<file path="config.mk">
export PLATFORM = sky130hd
export DESIGN_NAME = mem_stage_hs_flat
export DESIGN_NICKNAME = d
export VERILOG_FILES = /design/src/rtl/mem_stage_hs_if.sv /design/src/rtl/mem_stage_hs.sv /design/src/flat_wrapper.sv
export SDC_FILE = /design/constraint.sdc
export NUM_CORES = 1
export LEC_CHECK = 0
export CORE_MARGIN = 3
export CORE_UTILIZATION = 35
export DETAILED_ROUTE_END_ITERATION = 10
export PLACE_DENSITY = 0.76
export SLEW_MARGIN = 15
export SYNTH_ARGS = -nofsm -noshare
export SYNTH_HDL_FRONTEND = slang
export SYNTH_SLANG_ARGS = --single-unit
export TNS_END_PERCENT = 20
</file>
<file path="constraint.sdc">
create_clock -name clk -period 2 [get_ports clk]
set_input_delay 0.2 -clock clk [delete_from_list [all_inputs] [get_ports clk]]
set_output_delay 0.2 -clock clk [all_outputs]
set_load 0.05 [all_outputs]
</file>
<file path="src/rtl/mem_stage_hs_if.sv">
// mem_stage_hs_if: req/gnt/rvalid data-memory bus between the MEM stage (master) and memory (slave)
// mem_req/mem_addr/mem_we/mem_be/mem_wd go to memory; mem_gnt/mem_rvalid/mem_rdata come back.
interface mem_stage_hs_if #(
  parameter int DATA_W = 32,
  parameter int ADDR_W = 32
);
  logic              mem_req;
  logic [ADDR_W-1:0] mem_addr;
  logic              mem_we;
  logic [DATA_W/8-1:0] mem_be;
  logic [DATA_W-1:0] mem_wd;
  logic              mem_gnt;
  logic              mem_rvalid;
  logic [DATA_W-1:0] mem_rdata;
  modport master (output mem_req, mem_addr, mem_we, mem_be, mem_wd, input mem_gnt, mem_rvalid, mem_rdata);
  modport slave  (input mem_req, mem_addr, mem_we, mem_be, mem_wd, output mem_gnt, mem_rvalid, mem_rdata);
endinterface

</file>
<file path="src/rtl/mem_stage_hs.sv">
// mem_stage_hs: MIPS MEM stage with sized loads/stores over a req/gnt/rvalid memory bus
// Ports: clk, rst_n (async active-low); EX/MEM controls RegWriteM, MemtoRegM, MemWriteM, MemSizeM,
// MemSignedM, ALUDataM, WriteDataM, WriteRegM; bus (memory master modport); stall_o holds upstream;
// misalign_o flags bad accesses; bus_err_o pulses on timeout; RegWriteM_o/WriteRegData/WriteRegAddr to WB.
module mem_stage_hs #(
  parameter int DATA_W   = 32,
  parameter int ADDR_W   = 32,
  parameter int REG_AW   = 5,
  parameter int MAX_WAIT = 15
) (
  input  logic              clk,
  input  logic              rst_n,
  input  logic              RegWriteM,
  input  logic              MemtoRegM,
  input  logic              MemWriteM,
  input  logic [1:0]        MemSizeM,
  input  logic              MemSignedM,
  input  logic [DATA_W-1:0] ALUDataM,
  input  logic [DATA_W-1:0] WriteDataM,
  input  logic [REG_AW-1:0] WriteRegM,
  mem_stage_hs_if.master    bus,
  output logic              stall_o,
  output logic              misalign_o,
  output logic              bus_err_o,
  output logic              RegWriteM_o,
  output logic [DATA_W-1:0] WriteRegData,
  output logic [REG_AW-1:0] WriteRegAddr
);
  localparam int NB    = DATA_W / 8;
  localparam int OFF_W = $clog2(NB);
  typedef enum logic [1:0] {IDLE, REQ, WAIT_R, FIN} stateT;
  stateT                     state;
  logic [7:0]                waitCnt;
  logic [DATA_W-1:0]         rdataQ;
  logic                      errQ;
  logic                      access, bad, isLoad, start, timeout;
  logic [OFF_W-1:0]          off;
  logic [NB-1:0]             beBase;
  logic [6:0]                extAmt;
  logic [DATA_W-1:0]         shifted, aligned, loadExt;
  logic signed [DATA_W-1:0]  sext;
  assign isLoad = MemtoRegM;
  assign access = MemtoRegM | MemWriteM;
  assign off    = ALUDataM[OFF_W-1:0];
  assign bad    = (DATA_W == 32 && MemSizeM == 2'd3) ||
                  (MemSizeM == 2'd1 && ALUDataM[0]) ||
                  (MemSizeM == 2'd2 && ALUDataM[1:0] != 2'd0) ||
                  (MemSizeM == 2'd3 && ALUDataM[2:0] != 3'd0);
  assign start  = state == IDLE && access && !bad;
  assign timeout = waitCnt == 8'(MAX_WAIT - 1) &&
                   ((state == REQ && !bus.mem_gnt) || (state == WAIT_R && !bus.mem_rvalid));
  assign beBase = MemSizeM == 2'd0 ? NB'(1) : MemSizeM == 2'd1 ? NB'(3) : NB'(15);
  assign bus.mem_be   = MemSizeM == 2'd3 ? '1 : beBase << off;
  // Aligned accesses make "shift into lane, replicate below" equal to plain replication of the datum.
  assign bus.mem_wd   = MemSizeM == 2'd0 ? {NB{WriteDataM[7:0]}} :
                        MemSizeM == 2'd1 ? {(NB/2){WriteDataM[15:0]}} :
                        MemSizeM == 2'd2 ? {(NB/4){WriteDataM[31:0]}} : WriteDataM;
  assign bus.mem_addr = {ALUDataM[ADDR_W-1:OFF_W], OFF_W'(0)};
  assign bus.mem_we   = !isLoad;
  assign bus.mem_req  = rst_n && (start || state == REQ);
  // Extension: move the selected lanes to the top, then shift back arithmetically or logically.
  assign shifted = bus.mem_rdata >> {off, 3'b000};
  assign extAmt  = MemSizeM == 2'd3 ? 7'd0 : 7'(DATA_W - (8 << MemSizeM));
  assign aligned = shifted << extAmt;
  assign sext    = $signed(aligned) >>> extAmt;
  assign loadExt = MemSignedM ? $unsigned(sext) : aligned >> extAmt;
  assign stall_o      = rst_n && (start || state == REQ || state == WAIT_R);
  assign misalign_o   = rst_n && state == IDLE && access && bad;
  assign bus_err_o    = timeout;
  assign RegWriteM_o  = rst_n && (state == IDLE ? RegWriteM && !access
                                                : state == FIN && isLoad && !errQ && RegWriteM);
  assign WriteRegData = state == FIN ? rdataQ : ALUDataM;
  assign WriteRegAddr = WriteRegM;
  always_ff @(posedge clk or negedge rst_n) begin
    if (!rst_n) begin
      state   <= IDLE;
      waitCnt <= '0;
      rdataQ  <= '0;
      errQ    <= 1'b0;
    end else begin
      case (state)
        IDLE: begin
          waitCnt <= '0;
          errQ    <= 1'b0;
          if (start) state <= bus.mem_gnt ? (isLoad ? WAIT_R : FIN) : REQ;
        end
        REQ: begin
          waitCnt <= bus.mem_gnt ? 8'd0 : waitCnt + 8'd1;
          errQ    <= timeout;
          if (bus.mem_gnt) state <= isLoad ? WAIT_R : FIN;
          else if (timeout) state <= FIN;
        end
        WAIT_R: begin
          waitCnt <= waitCnt + 8'd1;
          errQ    <= timeout;
          if (bus.mem_rvalid) begin
            rdataQ <= loadExt;
            state  <= FIN;
          end else if (timeout) state <= FIN;
        end
        default: state <= IDLE;
      endcase
    end
  end
endmodule

</file>
<file path="src/flat_wrapper.sv">
// flat-port wrapper written by rule: the top's interface ports become plain ports
module mem_stage_hs_flat 
#(
  parameter int DATA_W   = 32,
  parameter int ADDR_W   = 32,
  parameter int REG_AW   = 5,
  parameter int MAX_WAIT = 15
)
  (clk, rst_n, RegWriteM, MemtoRegM, MemWriteM, MemSizeM, MemSignedM, ALUDataM, WriteDataM, WriteRegM, stall_o, misalign_o, bus_err_o, RegWriteM_o, WriteRegData, WriteRegAddr, bus_mem_req, bus_mem_addr, bus_mem_we, bus_mem_be, bus_mem_wd, bus_mem_gnt, bus_mem_rvalid, bus_mem_rdata);
  mem_stage_hs_if #(.DATA_W(DATA_W), .ADDR_W(ADDR_W)) bus_i ();
  input  logic clk;
  input  logic rst_n;
  input  logic RegWriteM;
  input  logic MemtoRegM;
  input  logic MemWriteM;
  input  logic [1:0] MemSizeM;
  input  logic MemSignedM;
  input  logic [DATA_W-1:0] ALUDataM;
  input  logic [DATA_W-1:0] WriteDataM;
  input  logic [REG_AW-1:0] WriteRegM;
  output logic stall_o;
  output logic misalign_o;
  output logic bus_err_o;
  output logic RegWriteM_o;
  output logic [DATA_W-1:0] WriteRegData;
  output logic [REG_AW-1:0] WriteRegAddr;
  output wire logic [$bits(bus_i.mem_req)-1:0] bus_mem_req;
  output wire logic [$bits(bus_i.mem_addr)-1:0] bus_mem_addr;
  output wire logic [$bits(bus_i.mem_we)-1:0] bus_mem_we;
  output wire logic [$bits(bus_i.mem_be)-1:0] bus_mem_be;
  output wire logic [$bits(bus_i.mem_wd)-1:0] bus_mem_wd;
  input wire logic [$bits(bus_i.mem_gnt)-1:0] bus_mem_gnt;
  input wire logic [$bits(bus_i.mem_rvalid)-1:0] bus_mem_rvalid;
  input wire logic [$bits(bus_i.mem_rdata)-1:0] bus_mem_rdata;
  assign bus_mem_req = bus_i.mem_req;
  assign bus_mem_addr = bus_i.mem_addr;
  assign bus_mem_we = bus_i.mem_we;
  assign bus_mem_be = bus_i.mem_be;
  assign bus_mem_wd = bus_i.mem_wd;
  assign bus_i.mem_gnt = bus_mem_gnt;
  assign bus_i.mem_rvalid = bus_mem_rvalid;
  assign bus_i.mem_rdata = bus_mem_rdata;
  mem_stage_hs #(.DATA_W(DATA_W), .ADDR_W(ADDR_W), .REG_AW(REG_AW), .MAX_WAIT(MAX_WAIT)) u_core (.clk(clk), .rst_n(rst_n), .RegWriteM(RegWriteM), .MemtoRegM(MemtoRegM), .MemWriteM(MemWriteM), .MemSizeM(MemSizeM), .MemSignedM(MemSignedM), .ALUDataM(ALUDataM), .WriteDataM(WriteDataM), .WriteRegM(WriteRegM), .bus(bus_i), .stall_o(stall_o), .misalign_o(misalign_o), .bus_err_o(bus_err_o), .RegWriteM_o(RegWriteM_o), .WriteRegData(WriteRegData), .WriteRegAddr(WriteRegAddr));
endmodule
</file>
==> Yosys cells after proc, flatten, opt, wreduce, memory -nomap -nowiden <==
Cells that the tools add are included.
{ "word_totals": {"input_bits": 111, "output_inout_bits": 111, "word_cells": 78, "regBits": 43} }
{ "classes": {"reduce_logical": 38, "mux": 19, "shifts": 6, "n_eq_ne": 8, "addsub": 2, "n_bitwise": 1} }
{ "ops": {"columns": ["op", "count"], "rows": [
  ["2-to-1 mux 32 bit", 4],
  ["left shift 32 x 7 -> 32 bit", 1],
  ["right shift 32 x 5 -> 32 bit", 1],
  ["right shift 32 x 7 -> 32 bit", 1],
  [">>> shifter 32 x 7 -> 32 bit", 1],
  ["case mux 8 bit (3 select lines)", 1],
  ["logical AND 1 bit", 18],
  ["2-to-1 mux 4 bit", 3],
  ["2-to-1 mux 2 bit", 5],
  ["adder 8 x 1 -> 8 bit, second input constant", 1],
  ["equality test 2 bit, second input constant", 4],
  ["equality test 8 x 4 -> 1 bit, second input constant", 1],
  ["2-to-1 mux 8 bit", 1],
  ["2-to-1 mux 7 bit", 1],
  ["left shift 4 x 2 -> 7 bit, first input constant", 1],
  ["subtractor 7 bit, first input constant", 1],
  ["logical NOT 1 bit", 6],
  ["logical OR 1 bit", 6],
  ["case mux 2 bit (3 select lines)", 1],
  ["nonzero test 3 bit", 2],
  ["equality test 2 x 1 -> 1 bit, second input constant", 2],
  ["logical NOT 2 bit", 2],
  ["nonzero test 2 bit", 2],
  ["left shift 4 x 2 -> 4 bit", 1],
  ["6 further kinds", 7]
]} }

==> Depth between registers and ports, before layout <==
{ "logic_depth": {"ltp_word": 10, "depth_mapped": 10, "ltp_nobuf": 7} }

==> Worst setup path after synthesis <==
Ideal clock, no wire load.
{ "synth_path": {"kind": "reg2out", "start": "reg u_core.state[0]", "end": "out misalign_o", "stages_incl_launch_ff": 5, "t_arrival_ns": 2.502, "t_required_ns": 1.800, "slack_ns": -0.702, "n_path_buf": 0, "path_cell_list": "dfrtp_1 inv_1 ha_1 o21ai_0 nor4b_1"} }
{ "synth_between": {"elab_chain_len": 4} }
{ "synth_rtl": {"columns": ["element", "line_no", "rtl"], "rows": [
  ["start, declared", "mem_stage_hs.sv:32", "stateT state;"],
  ["start signal, assigned", "mem_stage_hs.sv:85", "if (start) state <= bus.mem_gnt ? (isLoad ? WAIT_R : FIN) : REQ;"],
  ["start signal, assigned", "mem_stage_hs.sv:90", "if (bus.mem_gnt) state <= isLoad ? WAIT_R : FIN;"],
  ["logical NOT 2 bit", "mem_stage_hs.sv:68", "assign misalign_o = rst_n && state == IDLE && access && bad;"],
  ["logical AND 1 bit (3 in series)", "mem_stage_hs.sv:68", null],
  ["end, declared", "flat_wrapper.sv:22", "output logic misalign_o;"]
]} }
Every way passes these cells.

==> Final worst setup path <==
{ "layout_path": {"start": "reg u_core.state[0]", "end": "out RegWriteM_o"} }
{ "layout_between": {"elab_chain_len": 6, "elab_cells_between_ends": 7, "classes_between": "eq/ne (1); mux (1); reduce/logical (5)"} }
{ "layout_rtl": {"columns": ["element", "line_no", "rtl"], "rows": [
  ["equality test 2 bit", "mem_stage_hs.sv:71", ": state == FIN && isLoad && !errQ && RegWriteM);"],
  ["logical AND 1 bit (3 in series)", "mem_stage_hs.sv:71", null],
  ["2-to-1 mux 1 bit (*)", "mem_stage_hs.sv:70", "assign RegWriteM_o = rst_n && (state == IDLE ? RegWriteM && !access"],
  ["logical AND 1 bit (*)", "mem_stage_hs.sv:70", null],
  ["end, declared", "flat_wrapper.sv:24", "output logic RegWriteM_o;"]
]} }
Every way passes the cells marked *; elsewhere a longest branch is shown, timed or not.

==> results.toml <==
[run_status]
status = "complete, no violations"

[yosys]
synth_warnings = 0
ys_types = 50
ys_ff_latch = 43
async_flop_share_pct = 100
netlist_area_um2 = 3880
netlist.area_leader.share_pct = 27.7
yosys-top-cells-count = "nand2_1 (63), mux2_2 (49), buf_4 (48), dfrtp_1 (43), o21ai_0 (31)"
yosysSeqAreaShare_pct = 27.7
syn_inst = 448
synth_area_leaders = "dfrtp_1 (28%), mux2_2 (14%), buf_4 (9.3%)"
ys.flop_type = "dfrtp_1"
syn_avg_cell_area_um2 = 8.67
synth_top_area_cell = "dfrtp_1"
synth_edf_count = 0
post-synth-top-count-cell = "nand2_1"

[die]
initial_core_util_pct = 36.8
die-area_um2 = 12400
die_y_um = 111
num_rows = 37
chipWidth_um = 111
core-area_um2 = 10600
ios = 222

[critical_path]
startpoint = "u_core.state[0]"
worstSetupStartpointType = "flop"
crit_path_top_delay_cell = "dfrtp_2"
worstPathRequired_ns = 1.80
arrival_ns = 1.76
r2r_start = "u_core.state[0]"
crit_fanout = 6
worstSetupPathType = "flop to output pin"
critPathMaxStageDelay_ns = 0.41
r2r_slack_ns = 0.17
crit_path_cell_trace = "ha_2, buf_4, nor4b_2, a31oi_1, nor2_1, buf_12"
rr_worst_depth = 8
r2r-end = "u_core.state[1]"
path_buf_inv = 2
cp-end-kind = "output pin"
cp_top_family = "simple AND/OR/NAND/NOR gates"

[power]
total_power_uw = 6270
clkPwrFrac_pct = 10.0
p_leak_uw = 0.00299
p_int_uw = 3510
switching_share_pct = 44.0
p_sw_uw = 2760
power_frac_comb_pct = 67.4
vdd_drop_max_v = 0.000545
power_density_nw_per_um2 = 929
power_frac_seq_pct = 22.6

[grt]
grt-ovfl-total = 0
grt_pass1_wl_mm = 21.6
grt_max_degree = 52
antenna_found_initial = 0
grt_pass1_vias = 4282
grt.total_usage_pct = 21.1

[timing]
setup_viol = 0
hold_ws_ns = 0.0299
rsz0062_at_grt = "true"
hold_viol_final = 0
tns_ns = 0
period_needed_ns = 1.96
fmax_mhz = 511
skew_ns = 0.00391
slew_headroom_pct = 62.7
finalCritPeriodShare_pct = 97.9
finalMaxSlewViolations = 0
worst_pin_slew_ns = 0.559

[cts]
insertion_delay_ns = 0.30
cts_tree = "done"
clk_path_buf_depth = 2
cts_root_buf = "clkbuf_8"
cts.clk_slew.worst_paths_ns = 0.08
clock-sinks = 43
cts_buffers = 5
htreeDepth = 2

[layout]
stdcell_count = 769
diodes = 0
area_growth_pct = 73.9
nets = 751
fill_cells = 824
multi_input_area_um2 = 2420
drive_gt1_share_pct = 36.5
seq_area_um2 = 1080

[detailed_routing]
wl_per_cell_um = 17.6
first_pass_iters = 4
drc = 0
final_antenna_net_count = 0
drt_iter0_drc = 192
drt-vias-per-instance = 5.32
vias = 4089
drt_wl_total_mm = 13.6

[placement]
portBuffers = 209
place_congestion = 0.872
hpwl_mm = 11.0
dp_cells = 757

[hold_path]
hp-class = "input port to asynchronous set/reset pin"

[job]
cap_violations = 0
[power groups by stage]
| stage | clock [µW] | combinational [µW] | sequential, µW |
|---|---|---|---|
| after global placement | 0 | 4000 | 1420 |
| after CTS | 635 | 4120 | 1420 |
| after floorplan | 0 | 2400 | 1310 |
| after detailed placement | 0 | 4100 | 1430 |
| after global routing | 674 | 4460 | 1450 |
| final | 625 | 4230 | 1420 |
[metal layers]
metal	track usage [%]	up-vias	part of all wire (%)
li1	-	1929	-
met1	23.7	1931	36
met2	39.5	212	53
met3	5.05	17	8.8
met4	6.00	0	2.0
met5	0	-	0
[area by class of cell]
class,count,area share [%]
repair buffers,249,43.3
multi-input cells,318,35.8
flip-flops and latches,43,16.0
well taps,136,2.52
clock buffers,7,1.43
inverters,15,0.834
clock inverters,1,0.111
[stage by stage]
step                instance area (µm²)  utilization [%]  worst slack [ns]
detailed placement                 6530             61.8            -0.249
global placement                   6530             61.8            -0.150
floorplan                          3940                -            -0.106
global route                       6750             64.0           -0.0273
finish                             6750             64.0            0.0419
CTS                                6650             63.0           -0.0637
[cell usage in the layout, fill, tap and decap left out, types with 5 or more instances in the layout]
master and instances:
inv_1 12, nor2_1 21, a221o_1 10, nand2_1 62
clkbuf_8 7, o21ai_0 29, o2bb2ai_1 5, buf_12 63
dfrtp_1 41, mux2i_1 26, a21oi_1 25, buf_4 79
clkdlybuf4s50_1 102, mux2_2 49
[sequential cells by signal, indices dropped and copies added (netlist names)]
register        count
u_core.rdataQ      32
u_core.state        2
u_core.waitCnt      8
u_core.errQ         1
[what timing repair did]
action / CTS / global route
gates cloned: 0 / 0
buffers inserted: 1 / 3
hold buffers: 0 / 0
pin swaps: 2 / 3
endpoints found under the setup margin: 5 / 39
resized for setup: 4 / 20
[cells by family (layout without fill, tap and decap cells)]
kind of cell               count (synthesis)  count (layout)  synth area share, %
buffers and inverters                     88             272                 13.2
DFF                                       43              43                 27.7
other                                      1               2               0.0966
and+or+nand+nor                          117             117                 14.6
AOI/OAI and AO/OA                        110             110                 18.8
muxes                                     77              77                 22.1
adders and majority gates                  9               9                 2.84
xor gates and xnor gates                   3               3                0.677
[worst max path at each step]
stage / cells past startpoint / to
5_1_grt: 6 / RegWriteM_o
6_report: 6 / RegWriteM_o
2_1_floorplan: 5 / bus_mem_be[2]
3_5_place_dp: 10 / u_core.rdataQ[26]
4_1_cts: 6 / RegWriteM_o
3_3_place_gp: 9 / u_core.rdataQ[30]
[worst register-to-register path: cells and delay by family, from the launching register on]
| kind | cells | cell delay, ns |
|---|---|---|
| AND/OR/NAND/NOR | 1 | 0.17 |
| flip-flops | 1 | 0.44 |
| buffers and inverters | 3 | 0.42 |
| adder cells (fa/ha/maj) | 1 | 0.17 |
| AO/OA/AOI/OAI | 3 | 0.52 |
No activity file was read; power rests on OpenSTA's default activity.
==> variant, RTL diff (same settings) <==
`MAX_WAIT` is set to 15 in 2 places; all go to 7.
--- a/src/rtl/mem_stage_hs.sv
+++ b/src/rtl/mem_stage_hs.sv
@@ -6,7 +6,7 @@
   parameter int DATA_W   = 32,
   parameter int ADDR_W   = 32,
   parameter int REG_AW   = 5,
-  parameter int MAX_WAIT = 15
+  parameter int MAX_WAIT = 7
 ) (
   input  logic              clk,
   input  logic              rst_n,
--- a/src/flat_wrapper.sv
+++ b/src/flat_wrapper.sv
@@ -4,7 +4,7 @@
   parameter int DATA_W   = 32,
   parameter int ADDR_W   = 32,
   parameter int REG_AW   = 5,
-  parameter int MAX_WAIT = 15
+  parameter int MAX_WAIT = 7
 )
   (clk, rst_n, RegWriteM, MemtoRegM, MemWriteM, MemSizeM, MemSignedM, ALUDataM, WriteDataM, WriteRegM, stall_o, misalign_o, bus_err_o, RegWriteM_o, WriteRegData, WriteRegAddr, bus_mem_req, bus_mem_addr, bus_mem_we, bus_mem_be, bus_mem_wd, bus_mem_gnt, bus_mem_rvalid, bus_mem_rdata);
   mem_stage_hs_if #(.DATA_W(DATA_W), .ADDR_W(ADDR_W)) bus_i ();
Behaviour: not the same (Yosys sat finds a counterexample within 10 cycles, from zero or initial values and one cycle with rst_n low).
==> variant against the unedited design <==
- sequential share of layout area increased by 1.1 points
- setup slack improved by 0.035 ns
- area after synthesis increased by 1.9%
- design area decreased by 6.2%
- total power decreased by 4.5%
- clock power increased by 52%
- sequential cell count unchanged
- count of clock-buffer cells in the layout decreased by 1
- routed wire length increased by 0.63%
==> variant: results (changes against the unedited design) <==
Parameter                              Value

Cells and area
  Multi-input combinational area share    0.385 (+0.0270)
  Number of nets in the finished design    781 (+4.0%)
  Inverters, non-clock    17 (+2)
  NonClk Buf Share    0.378 (-0.0548)
  Clk_buf instances    6 (-1)
  Multi-Input Combinational    346 (+8.8%)
  Final Core Density    0.579 (-0.0608)
  Clock network share of area    0.0275 (+0.0121)

Critical path
  Slowest stage delay, CP    0.44 ns (+0.03 ns)
  CP endpoint    bus_err_o
  Data arrival, critical path    1.72 ns (-0.04 ns)
  Gate family responsible for the most delay along the worst path    buffers and inverters
  Reg2Reg Capture Point    u_core.rdataQ[25]$_DFFE_PN0P_

CTS
  Hold-fix buffer count after cts    1 (+1)
  Number of setup buffers added after CTS    3 (+2)
  Clock transition at the register clock pins on the worst setup and hold paths after CTS    0.06 ns (-0.02 ns)
  Post-cts resize count    15 (+11)
  Root Driver    sky130_fd_sc_hd__clkbuf_16

Synth
  Sequential cell area fraction in the yosys report    0.272 (-0.00525)
  Synthesized instance count    481 (+7.4%)
  Compound-gate portion of the synthesized area    0.200 (+0.0122)
  Adder-cell area share of the yosys netlist    0.0253 (-0.00307)
  Synth top cells by count    75 x sky130_fd_sc_hd__nand2_1, 50 x sky130_fd_sc_hd__mux2_2, 48 x sky130_fd_sc_hd__o21ai_0, 45 x sky130_fd_sc_hd__buf_4, 43 x sky130_fd_sc_hd__dfrtp_1
  Synth Area in XOR/XNOR    0.00664 (-0.000128)
  Share of cell area taken by muxes after synthesis    0.200 (-0.0203)

Pwr
  Static power due to leakage    2.82 nW (-5.5%)
  Max IR drop VDD    0.000467 V (-14%)

STA
  Highest clock frequency the design can meet    520 MHz (+1.8%)
  Post-Route Skew    0.00440 ns (+0.000495 ns)

GRT
  M1 GR Usage    0.237 (+0.000762)
  First-pass GRT wire length    21.6 mm (about the same)
  Aggregate global-route resource usage    0.209 (-0.00157)
  Largest net degree at the start of global routing    51 (-1.9%)
  Met3 global-route usage    0.0550 (+0.00444)
  Vias in the first global route    4240 (-0.98%)

Placed design
  Instance area at placement    6040 um^2 (-7.4%)
  DP Cell Count    791 (+4.5%)
  Post-DP HPWL    11.3 mm (+2.3%)
  Weighted congestion reported at the end of routability-driven placement    0.946 (+8.5%)
  Worst slack at placement    -0.394 ns (-0.145 ns)

Floorplanning
  Site row count    38 (+2.7%)

Route
  Detail Route met2 WL    7.16 mm (+0.31%)
  Routed length on met3    1.12 mm (-6.0%)
  Detailed-router iteration count before antenna repair    5 (+1)
  Number of vias per cell    5.15 (-3.1%)
  Initial drt markers    205 (+6.8%)

Run status
  Run status    finished, final reports clean
==> variant: cell count changes after synthesis, sizes merged, moves of 3 or more <==
cell     before  now
mux2i        26   23
nor2b         4   11
a221o        10    7
o21ai        31   49
o2bb2ai       5    0
a32o          3    0
a211oi        0    7
clkbuf       17   20
and2          1    6
a31oi         2   10
a221oi        0    4
nand2        63   75
==> variant: worst min path at each step <==
stage | startpoint | end | slack (ns) | cells past startpoint
CTS | rst_n | u_core.waitCnt[2]$_DFFE_PN0P_ | 0.31 | 2
global route | rst_n | u_core.waitCnt[3]$_DFFE_PN0P_ | 0.33 | 2
global placement | rst_n | u_core.waitCnt[2]$_DFFE_PN0P_ | 0.06 | 1
detailed placement | rst_n | u_core.waitCnt[2]$_DFFE_PN0P_ | 0.06 | 1
finish | rst_n | u_core.waitCnt[2]$_DFFE_PN0P_ | 0.31 | 2
floorplan | rst_n | u_core.errQ$_DFFE_PN0P_ | -0.1 | 0
